==> config.mk <==
export PLATFORM = sky130hd
export DESIGN_NAME = cd_io_param_flat
export DESIGN_NICKNAME = d
export VERILOG_FILES = /design/src/rtl/cd_io_param_if.sv /design/src/rtl/cd_io_param.sv /design/src/flat_wrapper.sv
export SDC_FILE = /design/constraint.sdc
export NUM_CORES = 1
export LEC_CHECK = 0
export BUFFER_PORTS_ARGS = -buffer_cell sky130_fd_sc_hd__buf_2
export CORE_ASPECT_RATIO = 0.8
export CORE_UTILIZATION = 65
export CTS_CLUSTER_SIZE = 14
export DETAILED_ROUTE_END_ITERATION = 6
export PLACE_DENSITY = 0.86
export SLEW_MARGIN = 20
export SYNTH_ARGS = -nofsm -noshare
export SYNTH_HDL_FRONTEND = slang
export SYNTH_SLANG_ARGS = --single-unit
==> constraint.sdc <==
create_clock -name clk -period 8.09 [get_ports clk]
set_clock_uncertainty 0.1 [all_clocks]
set_input_delay 0.4045 -clock clk [delete_from_list [all_inputs] [get_ports clk]]
set_output_delay 0.4045 -clock clk [all_outputs]
set_load 0.03 [all_outputs]
==> src/rtl/cd_io_param_if.sv <==
// Bundle between the single-cycle datapath and its environment (control unit, program ROM, I/O pins).
// Purely combinational wiring; the datapath registers everything that needs registering.
// No backpressure: every strobe is taken in the cycle it is presented.
//
// Signals: instr_i/pc_o fetch pair; s_inc, s_wd, we3, wez, push, pop, we_out, op_alu control
// strobes; in_ports/out_ports/out_wr I/O; opcode, s_z, s_c, stk_err status to the control unit.
// Modports: master = environment side, slave = datapath side.
interface cd_io_param_if #(
  parameter int DW   = 8,
  parameter int PCW  = 10,
  parameter int NIN  = 4,
  parameter int NOUT = 4
);
  logic [DW+9:0]      instr_i;
  logic [PCW-1:0]     pc_o;
  logic               s_inc;
  logic [1:0]         s_wd;
  logic               we3;
  logic               wez;
  logic               push;
  logic               pop;
  logic               we_out;
  logic [2:0]         op_alu;
  logic [NIN*DW-1:0]  in_ports;
  logic [NOUT*DW-1:0] out_ports;
  logic [NOUT-1:0]    out_wr;
  logic [5:0]         opcode;
  logic               s_z;
  logic               s_c;
  logic               stk_err;

  modport master (
    output instr_i, s_inc, s_wd, we3, wez, push, pop, we_out, op_alu, in_ports,
    input  pc_o, out_ports, out_wr, opcode, s_z, s_c, stk_err
  );

  modport slave (
    input  instr_i, s_inc, s_wd, we3, wez, push, pop, we_out, op_alu, in_ports,
    output pc_o, out_ports, out_wr, opcode, s_z, s_c, stk_err
  );
endinterface

==> src/rtl/cd_io_param.sv <==
// Parametrised single-cycle CPU datapath: regfile, ALU, flags, return stack, registered I/O ports.
// One instruction per clock; input ports have one cycle of sampling latency, outputs update at the edge.
// No backpressure: control strobes are consumed every cycle, stack misuse raises sticky stk_err.
//
// Ports: clk, reset (synchronous, active-high), bus (cd_io_param_if.slave: fetch, control, I/O, status).
// Optional feature: define CD_IO_PARAM_CARRY_EN to implement the carry/borrow flag; when undefined
// s_c is tied to 0 and wez updates Z only.
module cd_io_param #(
  parameter int DW     = 8,
  parameter int PCW    = 10,
  parameter int SDEPTH = 8,
  parameter int NIN    = 4,
  parameter int NOUT   = 4
) (
  input  logic         clk,
  input  logic         reset,
  cd_io_param_if.slave bus
);
  localparam int IW  = DW + 10;
  localparam int SAW = $clog2(SDEPTH);      // stack entry index width
  localparam int SPW = $clog2(SDEPTH + 1);  // pointer counts 0..SDEPTH valid entries

  // Instruction fields
  logic [IW-1:0]  instr;
  logic [3:0]     rd, rs1, rs2;
  logic [DW-1:0]  imm;
  logic [PCW-1:0] jaddr;
  logic [3:0]     in_idx, out_idx;

  assign instr   = bus.instr_i;
  assign rd      = instr[3:0];
  assign rs2     = instr[DW-1:DW-4];
  assign rs1     = instr[DW+3:DW];
  assign imm     = instr[DW+3:4];
  assign jaddr   = instr[PCW-1:0];
  // Port counts are powers of two, so masking keeps the index in range.
  assign in_idx  = rs1 & 4'(NIN - 1);
  assign out_idx = rd & 4'(NOUT - 1);
  assign bus.opcode = instr[IW-1:IW-6];

  // State
  logic [PCW-1:0]     pc_q;
  logic [DW-1:0]      rf [16];
  logic               z_q;
  logic [PCW-1:0]     stk [SDEPTH];
  logic [SPW-1:0]     sp_q;
  logic [NOUT*DW-1:0] out_q;
  logic [NOUT-1:0]    wr_q;
  logic               err_q;
  logic [NIN*DW-1:0]  in_q;

  // Register reads, R0 hard-wired to zero
  logic [DW-1:0] a, b;
  assign a = (rs1 == 4'd0) ? '0 : rf[rs1];
  assign b = (rs2 == 4'd0) ? '0 : rf[rs2];

  // ALU
  logic [DW-1:0] alu_res;
  always_comb begin
    alu_res = a;
    unique case (bus.op_alu)
      3'b000: alu_res = a;
      3'b001: alu_res = ~a;
      3'b010: alu_res = a + b;
      3'b011: alu_res = a - b;
      3'b100: alu_res = a & b;
      3'b101: alu_res = a | b;
      3'b110: alu_res = '0 - a;
      3'b111: alu_res = '0 - b;
    endcase
  end

  // Register write-data select; code 11 falls back to the ALU
  logic [DW-1:0] wd;
  always_comb begin
    case (bus.s_wd)
      2'b01:   wd = imm;
      2'b10:   wd = in_q[int'(in_idx)*DW +: DW];
      default: wd = alu_res;
    endcase
  end

  // Return stack and next PC
  logic           empty, full, err_set;
  logic [PCW-1:0] pc_inc, top, pc_nxt;

  assign empty  = (sp_q == '0);
  assign full   = (sp_q == SPW'(SDEPTH));
  assign pc_inc = pc_q + PCW'(1);
  assign top    = stk[SAW'(sp_q - SPW'(1))];
  // Pop wins over push; any push+pop, push-when-full or pop-when-empty is an error.
  assign err_set = (bus.pop & (bus.push | empty)) | (bus.push & full);

  always_comb begin
    if (bus.pop)        pc_nxt = empty ? '0 : top;
    else if (bus.s_inc) pc_nxt = pc_inc;
    else                pc_nxt = jaddr;
  end

  always_ff @(posedge clk) begin
    if (reset) begin
      pc_q  <= '0;
      for (int i = 0; i < 16; i++) rf[i] <= '0;
      z_q   <= 1'b0;
      sp_q  <= '0;
      out_q <= '0;
      wr_q  <= '0;
      err_q <= 1'b0;
      in_q  <= '0;
    end else begin
      pc_q <= pc_nxt;
      in_q <= bus.in_ports;
      if (bus.we3 && rd != 4'd0) rf[rd] <= wd;
      if (bus.wez) z_q <= (alu_res == '0);
      if (bus.pop) begin
        if (!empty) sp_q <= sp_q - SPW'(1);
      end else if (bus.push && !full) begin
        sp_q <= sp_q + SPW'(1);
      end
      if (err_set) err_q <= 1'b1;
      wr_q <= '0;
      if (bus.we_out) begin
        out_q[int'(out_idx)*DW +: DW] <= a;
        wr_q <= NOUT'(1) << out_idx;
      end
    end
  end

  // Stack storage needs no reset: entries above the pointer are never read.
  always_ff @(posedge clk) begin
    if (!reset && !bus.pop && bus.push && !full) stk[SAW'(sp_q)] <= pc_inc;
  end

`ifdef CD_IO_PARAM_CARRY_EN
  // Add carries out exactly when the wrapped sum is below an operand; subtract borrows when A<B.
  logic alu_cy, c_q;
  assign alu_cy = (bus.op_alu == 3'b010) ? (alu_res < a) :
                  (bus.op_alu == 3'b011) ? (a < b) : 1'b0;
  always_ff @(posedge clk) begin
    if (reset)        c_q <= 1'b0;
    else if (bus.wez) c_q <= alu_cy;
  end
  assign bus.s_c = c_q;
`else
  assign bus.s_c = 1'b0;
`endif

  assign bus.pc_o      = pc_q;
  assign bus.s_z       = z_q;
  assign bus.out_ports = out_q;
  assign bus.out_wr    = wr_q;
  assign bus.stk_err   = err_q;
endmodule
==> src/flat_wrapper.sv <==
// flat-port wrapper written by rule: the top's interface ports become plain ports
module cd_io_param_flat 
#(
  parameter int DW     = 8,
  parameter int PCW    = 10,
  parameter int SDEPTH = 8,
  parameter int NIN    = 4,
  parameter int NOUT   = 4
)
  (clk, reset, bus_instr_i, bus_s_inc, bus_s_wd, bus_we3, bus_wez, bus_push, bus_pop, bus_we_out, bus_op_alu, bus_in_ports, bus_pc_o, bus_out_ports, bus_out_wr, bus_opcode, bus_s_z, bus_s_c, bus_stk_err);
  cd_io_param_if #(.DW(DW), .PCW(PCW), .NIN(NIN), .NOUT(NOUT)) bus_i ();
  input  logic clk;
  input  logic reset;
  input wire logic [$bits(bus_i.instr_i)-1:0] bus_instr_i;
  input wire logic [$bits(bus_i.s_inc)-1:0] bus_s_inc;
  input wire logic [$bits(bus_i.s_wd)-1:0] bus_s_wd;
  input wire logic [$bits(bus_i.we3)-1:0] bus_we3;
  input wire logic [$bits(bus_i.wez)-1:0] bus_wez;
  input wire logic [$bits(bus_i.push)-1:0] bus_push;
  input wire logic [$bits(bus_i.pop)-1:0] bus_pop;
  input wire logic [$bits(bus_i.we_out)-1:0] bus_we_out;
  input wire logic [$bits(bus_i.op_alu)-1:0] bus_op_alu;
  input wire logic [$bits(bus_i.in_ports)-1:0] bus_in_ports;
  output wire logic [$bits(bus_i.pc_o)-1:0] bus_pc_o;
  output wire logic [$bits(bus_i.out_ports)-1:0] bus_out_ports;
  output wire logic [$bits(bus_i.out_wr)-1:0] bus_out_wr;
  output wire logic [$bits(bus_i.opcode)-1:0] bus_opcode;
  output wire logic [$bits(bus_i.s_z)-1:0] bus_s_z;
  output wire logic [$bits(bus_i.s_c)-1:0] bus_s_c;
  output wire logic [$bits(bus_i.stk_err)-1:0] bus_stk_err;
  assign bus_i.instr_i = bus_instr_i;
  assign bus_i.s_inc = bus_s_inc;
  assign bus_i.s_wd = bus_s_wd;
  assign bus_i.we3 = bus_we3;
  assign bus_i.wez = bus_wez;
  assign bus_i.push = bus_push;
  assign bus_i.pop = bus_pop;
  assign bus_i.we_out = bus_we_out;
  assign bus_i.op_alu = bus_op_alu;
  assign bus_i.in_ports = bus_in_ports;
  assign bus_pc_o = bus_i.pc_o;
  assign bus_out_ports = bus_i.out_ports;
  assign bus_out_wr = bus_i.out_wr;
  assign bus_opcode = bus_i.opcode;
  assign bus_s_z = bus_i.s_z;
  assign bus_s_c = bus_i.s_c;
  assign bus_stk_err = bus_i.stk_err;
  cd_io_param #(.DW(DW), .PCW(PCW), .SDEPTH(SDEPTH), .NIN(NIN), .NOUT(NOUT)) u_core (.clk(clk), .reset(reset), .bus(bus_i));
endmodule
Word level (Yosys, flattened, before mapping)
Memories as Yosys holds them, arrays and structs flattened.
Index checks and enable logic that the tools add are counted.
- output and inout port bits: 55
- logic and storage cells: 79
- bits in writable memories: 208
- bits of input ports: 63
- flip-flop bits (word level): 84
- memories kept: 2
- memories (memory ; depth ; bits a word ; rd ports ; clocked after memory_dff ; write ports ; line ; source):
    u_core.rf ; 16 ; 8 ; 2 ; 0 ; 16 ; cd_io_param.sv:43 ; logic [DW-1:0] rf [16];
    u_core.stk ; 8 ; 10 ; 1 ; 0 ; 1 ; cd_io_param.sv:45 ; logic [PCW-1:0] stk [SDEPTH];
- equality and inequality tests: 11
- mux-type cells: 21
- bitwise logic cells: 8
- shifts and indexed selects: 4
- add/subtract/negate cells: 8
- reduce and logical (&&, ||, !) cells: 18
- operator list (cell ; count):
    one-hot mux 8 bit (8 select lines) ; 1
    negation 5 -> 33 bit ; 1
    variable shift 8 x 33 -> 32 bit, first input constant ; 1
    variable part select 8 x 33 -> 32 bit ; 1
    bitwise mux 32 bit ; 1
    variable part select 32 x 6 -> 8 bit ; 1
    2-to-1 mux 10 bit ; 3
    2-to-1 mux 8 bit ; 3
    2-to-1 mux 4 bit ; 4
    one-hot mux 8 bit (2 select lines) ; 1
    subtractor 1 x 8 -> 8 bit, first input constant ; 2
    equality test 3 bit, second input constant ; 4
    logical NOT 4 bit ; 3
    adder 10 x 1 -> 10 bit, second input constant ; 1
    adder 8 bit ; 1
    AND 8 bit ; 1
    logical NOT 8 bit ; 1
    2-to-1 mux 1 bit ; 8
    inverter 8 bit ; 1
    bitwise OR 8 bit ; 1
    OR reduction 8 bit ; 1
    subtractor 8 bit ; 1
    equality test 3 x 2 -> 1 bit, second input constant ; 2
    logical AND 1 bit ; 5
    other kinds (17) ; 21

Depth between registers and ports, before layout
- word-level depth: 7
- depth in mapped cells: 22
- depth with buffers taken out: 19

Least setup slack after synthesis
OpenSTA, ideal clock, no wires.
- path kind: input-to-reg
- start: in bus_instr_i[4]
- end: mem u_core.rf[10][7], data pin
- arrival: 4.254 ns
- slack: 3.469 ns
- cell stages on the path: 18
- setup time: 0.267 ns
- buffers on the path: 2
- required time: 7.723 ns
- cells stage by stage: buf_6 > mux4_2 > mux2_2 > a22oi_1 > ha_1 > a21oi_1 > ha_1 > nor2b_1 > o21ai_0 > a21boi_0 > o21ai_0 > a21boi_0 > o21a_1 > nor2_1 > xnor3_1 > a211oi_2 > buf_2 > nor3_1
- RTL lines (element ; line ; source):
    start, declared ; flat_wrapper.sv:14 ; input wire logic [$bits(bus_i.instr_i)-1:0] bus_instr_i;
    end, declared ; cd_io_param.sv:43 ;

==> flow_summary.toml <==
[detailed_routing]
drtIter0Drc = 1642
wl_per_cell_um = 26.27
vias_per_cell = 6.951
drt_drc_violations_left = 0
finalWirelength_um = 41190
drtAntennaViolNets = 0
drt_pass1_iterations = 6
vias = 10900

[layout]
num_antenna_cells = 0
seq_area_mm2 = 0.007898
synthToLayoutAreaGrowth_pct = 12.08
layout_common_cells = "edfxtp_1, nor2_1, buf_2, dfxtp_1, mux4_2"
final_nets = 1332
final_common_cell = "edfxtp_1"
multi_input_area_mm2 = 0.006257
layout-drive-gt1-share = 0.2161
stdcell_count = 1568
fillers = 1271

[placement]
placed_cells = 1491
dp_worst_setup_slack_ns = 2.045
place.gp.congestion = 0.9658
hpwl_um = 26310
port_buffers = 104

[worst_setup_path]
cp-endpoint = "u_core.rf[13][7]"
cp.required_ns = 8.26
worstSetupStartpointType = "primary input"
worstSetupPathType = "primary input to flip-flop"
regToRegEndpoint = "u_core.rf[13][7]"
worstSetupStartpoint = "bus_instr_i[4]"
r2r-start = "u_core.rf[10][1]"
reg2reg_depth = 16
worst_ep_arrival_time_ns = 5.54
crit_fanout = 21
cp-end-kind = "flip-flop"
r2r_setup_slack_ns = 3.00

[die]
ioPinCount = 118
dieHeight_um = 136.1
initial_utilization = 0.6706
coreArea_mm2 = 0.02180
dieArea_mm2 = 0.02310
rows = 48
die_w_um = 169.7

[timing]
fmax_mhz = 186.2
layout_min_cycle_time_ns = 5.370
drv_slew = 0
finalCritPeriodShare = 0.6638
setup_slack_ns = 2.720
rsz0062_at_grt = "false"
finalSetupTns_ns = 0
worstMarginPinSlew_ns = 1.145
slew_headroom = 0.2341
hold_violations = 0
report.final.setup_viol = 0
hold_slack_ns = 0.004584

[yosys]
synth_cell_types = 78
yosysSeqAreaShare = 0.5402
synth_area_mm2 = 0.01462
synth_top_cell_by_area = "edfxtp_1"
netlist_instances = 1143
synth_area_per_cell_um2 = 12.79
ys_ff_latch = 291
synth_top_cell_area_share = 0.4252
synth_enable_flop_cells = 207
ys_async_sr_fraction = 0
yosys-top-cells-area = "edfxtp_1, dfxtp_1, mux4_2"
ys.flop_type = "edfxtp_1"
yosys_warnings = 0

[global_routing]
grt_pass1_vias = 10680
antenna_found_initial = 0
gr-total-overflow = 0
grt_max_degree = 103
grt_first_pass_wirelength_um = 61670
grt_usage = 0.3598

[hold_path]
hp-class = "primary input to flip-flop"
worstHoldPathCells = 2
holdCritStartpoint = "bus_in_ports[12]"

[power_and_ir_drop]
power-per-cell-area_mw_per_mm2 = 250.9
p_total_uw = 4111
vdd_drop_max_uv = 253.4
p_leak_uw = 0.006197

[clock_tree]
cts_tree = "done"
htree_levels = 1
clk_latency_ns = 0.56
post_cts_buffers = 0
ctsLongestPathBuffers = 3
cts.sinks = 291
cts-root-buf = "clkbuf_16"
path_clk_slew_ns = 0.06
cts_buffers = 28

[job]
cap_viol_max_count = 0

[outcome]
status = "finished clean"
[through the flow]
step	cell area, µm²	util
after floorplan	14650	-
after global placement	15210	0.6976
after detailed placement	15210	0.6979
after CTS	16340	0.7495
after global routing	16380	0.7516
final	16380	0.7516
[state kept, by name (all words and copies together) (netlist names)]
register and cells:
u_core.bus.stk_err 1, u_core.in_q 32, u_core.bus.s_z 1, u_core.sp_q 4
u_core.bus.out_wr 4, u_core.bus.pc_o 10, u_core.rf 127, u_core.stk 80
u_core.bus.out_ports 32
[cells by family (layout without fill, tap and decap cells)]
logic type,count (synthesis),after routing,synth area share
AND/OR/NAND/NOR,386,386,0.1259
flip-flops,291,291,0.5402
multiplexers,158,158,0.1760
AO/OA/AOI/OAI,152,152,0.08148
buffers and inverters,102,220,0.03706
XOR/XNOR,30,30,0.01891
adder cells (fa/ha/maj),23,23,0.02020
other,1,8,0.0002565
[layout make-up]
class	instances	area share
multi-input cells	757	0.3819
clock buffers	36	0.04460
inverters	23	0.005269
repair buffers	145	0.05452
flip-flops and latches	291	0.4820
clock inverters	16	0.008782
well taps	300	0.02291
[power by group]
| group | internal (µW) | switching, µW | total, µW |
|---|---|---|---|
| sequential | 1720 | 65.6 | 1790 |
| clock | 704 | 562 | 1270 |
| combinational | 427 | 628 | 1060 |
[worst max-delay path, stage by stage]
cell and delay, ns:
buf_2 0.42, buf_4 0.41, mux4_1 0.60, mux2i_1 0.20, mux2_2 0.20, nor2_1 0.07
inv_1 0.12, ha_1 0.23, a21oi_1 0.22, ha_1 0.27, nor2b_1 0.12, o21ai_0 0.18
a21boi_0 0.15, o21ai_0 0.20, a21boi_0 0.15, o21a_1 0.19, nor2_1 0.12, xnor3_1 0.38
a211oi_4 0.75, nor3_1 0.13
[synthesized netlist by cell type (3+ instances only)]
library cell	number
edfxtp_1	207
nor2_1	174
dfxtp_1	84
mux4_2	65
mux2i_1	59
nand2_1	53
nor2b_1	44
a22oi_1	41
clkbuf_1	38
nor3_1	37
mux2_2	25
ha_1	22
inv_1	22
nand2b_1	19
xnor2_1	18
nand3_1	17
a21oi_1	15
buf_2	14
buf_4	12
xor2_1	11
a2bb2oi_1	10
o21ai_0	10
mux4_1	9
a211oi_1	8
and3_1	8
buf_6	7
o21ai_1	7
a21o_1	6
a22o_1	6
nor4b_1	6
a221oi_1	5
buf_1	5
a21boi_0	4
a221o_1	4
nand3b_1	4
nor4_1	4
a21oi_2	3
nand4_1	3
nor3_2	3
[worst min path at each step]
stage                     slack, ns                    to
after floorplan                0.38  u_core.bus.out_wr[1]
after global placement         0.36    u_core.bus.stk_err
after detailed placement       0.36    u_core.bus.stk_err
after CTS                    0.0005       u_core.in_q[12]
after global routing          0.006       u_core.in_q[15]
final                         0.005       u_core.in_q[12]
[timing repair]
item                                   4_1_cts  5_1_grt
endpoints found under the hold margin       25        0
hold buffers                                25        0
resized for setup                            0        0
[routing by layer]
metal  up-vias  GRT usage  routed length [µm]
met4         0     0.1301                1758
met5         -          0                   0
met3       180    0.08588                5235
li1       4520          -                   -
met2       942     0.5765               19050
met1      5257     0.4832               15150
(Power assumes the default switching activity.)
